`config.mk`:
```
export PLATFORM = sky130hd
export DESIGN_NAME = byte_unstriping
export DESIGN_NICKNAME = d
export VERILOG_FILES = /design/src/rtl/byte_unstriping.sv
export SDC_FILE = /design/constraint.sdc
export NUM_CORES = 1
export LEC_CHECK = 0
export ABC_AREA = 1
export BUFFER_PORTS_ARGS = -buffer_cell sky130_fd_sc_hd__buf_4
export CAP_MARGIN = 20
export CORE_MARGIN = 1.5
export CORE_UTILIZATION = 42
export CTS_CLUSTER_SIZE = 12
export DETAILED_ROUTE_END_ITERATION = 8
export SYNTH_ARGS = -nofsm -noshare
export SYNTH_HDL_FRONTEND = slang
export SYNTH_SLANG_ARGS = --single-unit
export TNS_END_PERCENT = 20
```
`constraint.sdc`:
```
create_clock -name clk_2f -period 2.28 [get_ports clk_2f]
set_input_delay 0 -clock clk_2f [delete_from_list [all_inputs] [get_ports clk_2f]]
set_output_delay 0 -clock clk_2f [all_outputs]
set_load 0.01 [all_outputs]
```
`src/rtl/byte_unstriping.sv`:
```
// Byte unstriping: merges two byte lanes (lane 0 = even-order bytes, lane 1 = odd-order
// bytes) back into one stream. Each lane is buffered in its own DEPTH-entry FIFO, and a
// two-state merge FSM pops the lanes in strict alternation so inter-lane skew never
// reorders bytes. Bytes arriving at a full FIFO are dropped and flagged by a sticky overflow.
module byte_unstriping #(
  parameter int unsigned DEPTH = 4  // entries per lane FIFO, power of two, >= 2
) (
  input  logic                     clk_2f,
  input  logic                     reset,
  input  logic [7:0]               lane_0,
  input  logic                     valid_0,
  input  logic [7:0]               lane_1,
  input  logic                     valid_1,
  output logic [7:0]               data_out,
  output logic                     valid_out,
  output logic                     overflow,
  output logic [$clog2(DEPTH):0]   level_0,
  output logic [$clog2(DEPTH):0]   level_1
);

  localparam int unsigned PtrW = $clog2(DEPTH);
  localparam int unsigned CntW = PtrW + 1;

  typedef enum logic [0:0] {StSel0, StSel1} state_e;

  // Lane-indexed views of the inputs so both FIFOs share one description.
  logic [7:0] lane_in [2];
  logic [1:0] valid_in;

  assign lane_in[0] = lane_0;
  assign lane_in[1] = lane_1;
  assign valid_in   = {valid_1, valid_0};

  logic [7:0]      mem_q    [2][DEPTH];
  logic [7:0]      mem_d    [2][DEPTH];
  logic [PtrW-1:0] wr_ptr_q [2];
  logic [PtrW-1:0] wr_ptr_d [2];
  logic [PtrW-1:0] rd_ptr_q [2];
  logic [PtrW-1:0] rd_ptr_d [2];
  logic [CntW-1:0] cnt_q    [2];
  logic [CntW-1:0] cnt_d    [2];

  logic [7:0] data_out_q, data_out_d;
  logic       valid_out_q, valid_out_d;
  logic       overflow_q, overflow_d;
  state_e     state_q, state_d;

  logic [1:0] pop;
  logic [1:0] push;
  logic [1:0] drop;
  logic [1:0] full;

  // Pop decisions use only the occupancy registered before this edge, so a byte
  // written on this edge can leave no earlier than the next one.
  always_comb begin
    pop    = '0;
    pop[0] = (state_q == StSel0) && (cnt_q[0] != '0);
    pop[1] = (state_q == StSel1) && (cnt_q[1] != '0);
  end

  // FIFO bookkeeping: push when there is room (a same-edge pop frees a slot), else drop.
  always_comb begin
    mem_d    = mem_q;
    wr_ptr_d = wr_ptr_q;
    rd_ptr_d = rd_ptr_q;
    cnt_d    = cnt_q;
    push     = '0;
    drop     = '0;
    full     = '0;
    for (int l = 0; l < 2; l++) begin
      full[l] = (cnt_q[l] == CntW'(DEPTH));
      push[l] = valid_in[l] && (!full[l] || pop[l]);
      drop[l] = valid_in[l] && full[l] && !pop[l];
      if (push[l]) begin
        mem_d[l][wr_ptr_q[l]] = lane_in[l];
        wr_ptr_d[l]           = wr_ptr_q[l] + PtrW'(1);
      end
      if (pop[l]) begin
        rd_ptr_d[l] = rd_ptr_q[l] + PtrW'(1);
      end
      cnt_d[l] = cnt_q[l] + CntW'(push[l]) - CntW'(pop[l]);
    end
  end

  // Merge FSM: wait on the selected lane until it has a byte, never skipping ahead.
  always_comb begin
    data_out_d  = data_out_q;
    valid_out_d = 1'b0;
    state_d     = state_q;
    overflow_d  = overflow_q | (|drop);
    case (state_q)
      StSel0: begin
        if (pop[0]) begin
          data_out_d  = mem_q[0][rd_ptr_q[0]];
          valid_out_d = 1'b1;
          state_d     = StSel1;
        end
      end
      StSel1: begin
        if (pop[1]) begin
          data_out_d  = mem_q[1][rd_ptr_q[1]];
          valid_out_d = 1'b1;
          state_d     = StSel0;
        end
      end
      default: state_d = StSel0;
    endcase
  end

  // Control state and registered outputs, synchronously reset.
  always_ff @(posedge clk_2f) begin
    if (reset) begin
      for (int l = 0; l < 2; l++) begin
        wr_ptr_q[l] <= '0;
        rd_ptr_q[l] <= '0;
        cnt_q[l]    <= '0;
      end
      data_out_q  <= 8'h00;
      valid_out_q <= 1'b0;
      overflow_q  <= 1'b0;
      state_q     <= StSel0;
    end else begin
      wr_ptr_q    <= wr_ptr_d;
      rd_ptr_q    <= rd_ptr_d;
      cnt_q       <= cnt_d;
      data_out_q  <= data_out_d;
      valid_out_q <= valid_out_d;
      overflow_q  <= overflow_d;
      state_q     <= state_d;
    end
  end

  // Storage needs no reset: entries are only read after being written.
  always_ff @(posedge clk_2f) begin
    if (!reset) begin
      mem_q <= mem_d;
    end
  end

  assign data_out  = data_out_q;
  assign valid_out = valid_out_q;
  assign overflow  = overflow_q;
  assign level_0   = cnt_q[0];
  assign level_1   = cnt_q[1];

endmodule

```
Word level (Yosys, flattened, before mapping)
Cells that the tools add are included.

Register bits: 89. Latch bits: 0. Bits in writable memories: 0. Bits in read-only memories: 0. Bits of input ports: 20. Output and inout port bits: 16. Logic and storage cells: 85. Memories: 0.

$add $sub $neg: 8. Multiply operators: 0. Divide/modulo/power cells: 0. $lt $le $gt $ge: 6. Equal/unequal tests: 4. Shifts and indexed selects: 0. Multiplexer cells: 20. Bitwise gates (word level): 7. Reduce and logical (&&, ||, !) cells: 22.

Operator list (count): $bwmux W32 (2); $mux W8 (8); $bmux W8 S2 (2); $demux W8 S2 (2); $pmux W8 S2 (1); $ge A3 B3 Y1 const B (4); $not A2 Y3 (4); $logic_and A1 B1 Y1 (10); $add A2 B1 Y2 const B (4); $add A3 B1 Y3 (2); $eq A3 B3 Y1 const B (2); $lt A3 B1 Y1 const B (2); $reduce_and A2 Y1 (3); $reduce_bool A3 Y1 (2); $sub A3 B1 Y3 (2); $logic_not A1 Y1 (4); $pmux W1 S2 (2); $mux W1 (3); $logic_or A1 B1 Y1 (2); $ne A2 B1 Y1 const B (1); $ne A2 B2 Y1 const B (1); $not A1 Y1 (2); $reduce_or A2 Y1 (1); $or A1 B1 Y1 (1).

Longest topological paths before layout
Depth after elaboration: 6. Gate-level depth with buffers: 12. Mapped depth without buffers: 12.

Worst setup path before layout
No wires, ideal clock.

Kind: register -> register. Start: register cnt_q (netlist bit level_0[1]). End: register cnt_q (netlist bit level_0[2]). Library setup time: 121 ps. Data arrival time: 1926 ps. Data required time: 2159 ps. Setup slack: 233 ps. Stages on the path, launching flop included: 13. Path buffers: 0. Clock period less this slack: 2047 ps. Cell sequence: dfxtp_1 nor2_2 nand2_1 nand2_2 inv_2 ha_1 inv_1 ha_1 inv_1 fa_1 xnor2_1 o21ai_0 a21oi_1.

Longest elaborated chain between the ends: 6. Elaborated cells between the ends (all ways): 8. Those cells by class: add/sub (2); eq/ne (1); reduce/logical (5).

Ends and longest elaborated chain: start: declaration (RTL line 40) `logic [CntW-1:0] cnt_q [2];`; start signal: assignment (RTL line 125) `cnt_q <= cnt_d;`; $reduce_bool A3 Y1 (*) (RTL line 57) `pop[0] = (state_q == StSel0) && (cnt_q[0] != '0);`; $logic_and A1 B1 Y1 (*) (RTL line 57); via pop[0] (RTL line 48) `logic [1:0] pop;`; $logic_or A1 B1 Y1 (RTL line 72) `push[l] = valid_in[l] && (!full[l] || pop[l]);`; $logic_and A1 B1 Y1 (RTL line 72); $add A3 B1 Y3 (RTL line 81) `cnt_d[l] = cnt_q[l] + CntW'(push[l]) - CntW'(pop[l]);`; $sub A3 B1 Y3 (*) (RTL line 81).

The timed path passes the listed nets; every way through them passes the cells marked *. A chain may end at the register's enable or synchronous reset.

Worst setup path in the final report
Ends and elaborated chain as after synthesis.

==> metrics.yaml <==
outcome: "finished clean"
numCtsBuffers: 9
required_ns: 2.57
finalWorstPathRequiredPeriod_ns: 2.10
worstSkewPairLatency_ns: 0.36
max_clock_freq_mhz: 476
vias: 2617
cts_tree: "done"
cts_buffer_depth: 2
rsz0062_at_grt: "false"
grt_use_total_pct: 16.3
routed_wl_um: 7290
fin_nets: 467
post_drt_via_cell_ratio: 4.79
setup.worst_path.start_class: "register"
hold_path.class: "primary input to register"
tightest_slew_ns: 0.481
wl_per_cell_um: 13.3
cts_root_buf: "clkbuf_8"
p_leak_nw: 1.95
grt_max_degree: 29
yosysSeqAreaShare_pct: 64.1
drive_above_1_share_pct: 17.1
place.port_buffers: 35
netlist_area_um2: 3780
drtIter0Drc: 120
synth_cell_types: 22
gp_congestion: 0.778
io_pins: 36
max_cap_violations: 0
grt_pass1_vias: 2545
first_pass_iters: 4
yosys-top-cells-area: "edfxtp_1, dfxtp_1, nand2_1, nand3_1, inv_1"
crit_type: "register to register"
diodes: 0
clock_skew_ns: 0.0112
ir_drop_v: 0.000556
syn_nets: 405
die_x_um: 97.9
avgSynthCellArea_um2: 10.2
multi_input_area_um2: 1110
powerDensity_nw_per_um2: 1030
ant_nets: 0
htreeDepth: 3
critPathCaptureType: "register"
relSlewSlack_pct: 67.9
grt_pass1_wl_um: 12200
seqCellArea_um2: 2420
use_met2_pct: 25.6
clkTransAtPathRegs_ns: 0.09
gr-usage-met3_pct: 2.79
synth_top_cell_area_share_pct: 50.8
post-cts-setup-buffers: 0
antenna_found_initial: 0
num_rows: 34
slew_viol_final: 0
start_util_pct: 43.4
yosys.area.top_type: "edfxtp_1"
synthCells: 371
total_power_mw: 4.71
tns_ns: 0
grt_busiest_layer: "met2"
setup_viol: 0
fill_cells: 789
die_area_um2: 9580
final_hold_viol_count: 0
min_period_over_period_pct: 92.1
core_region_area_um2: 8720
cts_sinks: 89
grt_overflow: 0
syn_to_final_growth_pct: 21.2
place_hpwl_um: 4960
ys_ff_latch: 89
critPathMaxFanout: 5
cp_data_arrival_time_ns: 2.39
grt_util_met1_pct: 21.8
drc: 0
rrSetupSlack_ns: 0.18
die_y_um: 97.9
yosys_warnings: 0
==> synth_stat cells <==
library cell,count
nand2_1,98
edfxtp_1,64
nand3_1,46
inv_1,45
nor2_1,28
dfxtp_1,25
ha_1,12
buf_2,10
a21oi_1,8
inv_2,7
o211ai_1,6
o21ai_0,6
o21ai_1,3
buf_4,2
fa_1,2
nand2_2,2
xor2_1,2
a21oi_4,1
nand3b_1,1
nand4_1,1
nor2_2,1
xnor2_1,1
==> flip-flops by register name, indices dropped and copies added, names as in the netlist <==
| name | flops |
|---|---|
| mem_q | 64 |
| data_out | 8 |
| rd_ptr_q | 4 |
| wr_ptr_q | 4 |
| level_0 | 3 |
| level_1 | 3 |
| overflow | 1 |
| state_q | 1 |
| valid_out | 1 |
==> per-stage QoR <==
| stage | hold WS, ns | util, % | setup WS [ns] | cell area [µm²] | cells |
|---|---|---|---|---|---|
| after detailed placement | 0.204 | 48.1 | 0.102 | 4200 | 513 |
| final | 0.0178 | 52.5 | 0.180 | 4580 | 546 |
| after global routing | 0.0335 | 52.5 | 0.0130 | 4580 | 546 |
| after global placement | 0.200 | 48.1 | 0.181 | 4200 | 513 |
| after floorplan | 0.0989 | - | 0.233 | 3780 | 371 |
| after CTS | 0.00167 | 52.4 | 0.0975 | 4570 | 546 |
==> routing by layer <==
| metal | vias to the layer above | wire (µm) | part of all wire (%) |
|---|---|---|---|
| li1 | 1334 | - | - |
| met4 | 0 | 195 | 2.7 |
| met5 | - | 0 | 0 |
| met1 | 1209 | 3400 | 47 |
| met3 | 15 | 337 | 4.6 |
| met2 | 59 | 3360 | 46 |
==> worst paths after layout <==
check	cells past startpoint	end	start
max	12	level_0[2]	level_0[1]
min	3	wr_ptr_q[2]	valid_0
max reg2reg	12	level_0[2]	level_0[1]
min reg2reg	2	overflow	overflow
==> timing repair <==
action	4_1_cts	5_1_grt
gates resized for setup	0	4
setup endpoints to repair	0	1
hold buffers	17	0
endpoints found under the hold margin	72	0
==> cells in the final DEF (no fill, tap or decap), types with 2 or more instances in the layout <==
master         netlist  routed
a21oi_1              8       8
buf_4                2      46
clkbuf_8             0       9
clkinv_4             0       2
dfxtp_1             25      24
dlygate4sd3_1        0      17
edfxtp_1            64      64
fa_1                 2       2
ha_1                12      12
inv_1               45      45
inv_2                7       7
inv_6                0       2
nand2_1             98      97
nand2_2              2       2
nand3_1             46      46
nor2_1              28      28
o211ai_1             6       6
o21ai_0              6       6
o21ai_1              3       3
xor2_1               2       2
==> power breakdown <==
| part | leakage, nW | total [mW] | internal (mW) | switching (mW) |
|---|---|---|---|---|
| sequential | 0.788 | 2.07 | 1.93 | 0.139 |
| combinational | 1.06 | 1.54 | 0.591 | 0.953 |
| clock | 0.100 | 1.09 | 0.516 | 0.574 |
==> cell families after synthesis <==
logic type                 share of synthesized area [%]
buffers and inverters                               6.88
adders and majority gates                           5.03
xor gates and xnor gates                           0.695
DFF                                                 64.1
and+or+nand+nor                                     19.5
AOI/OAI and AO/OA                                   3.87
==> area by class of cell <==
cell class	count	area share, %
clock buffer	9	2.70
clock inverter	7	1.69
inverter	52	4.26
multi-input combinational	218	24.2
sequential	89	52.9
tap	108	2.95
timing repair buffer	63	11.3
==> critical path, stage by stage (launching register included) <==
cell     delay (ns)
dfxtp_2        0.37
nor2_4         0.13
nand2_2        0.08
nand2_4        0.10
inv_2          0.05
ha_1           0.26
inv_1          0.06
ha_1           0.14
inv_1          0.05
fa_1           0.38
xnor2_1        0.21
o21ai_0        0.10
a21oi_1        0.12
No activity file was read; power rests on OpenSTA's default activity.
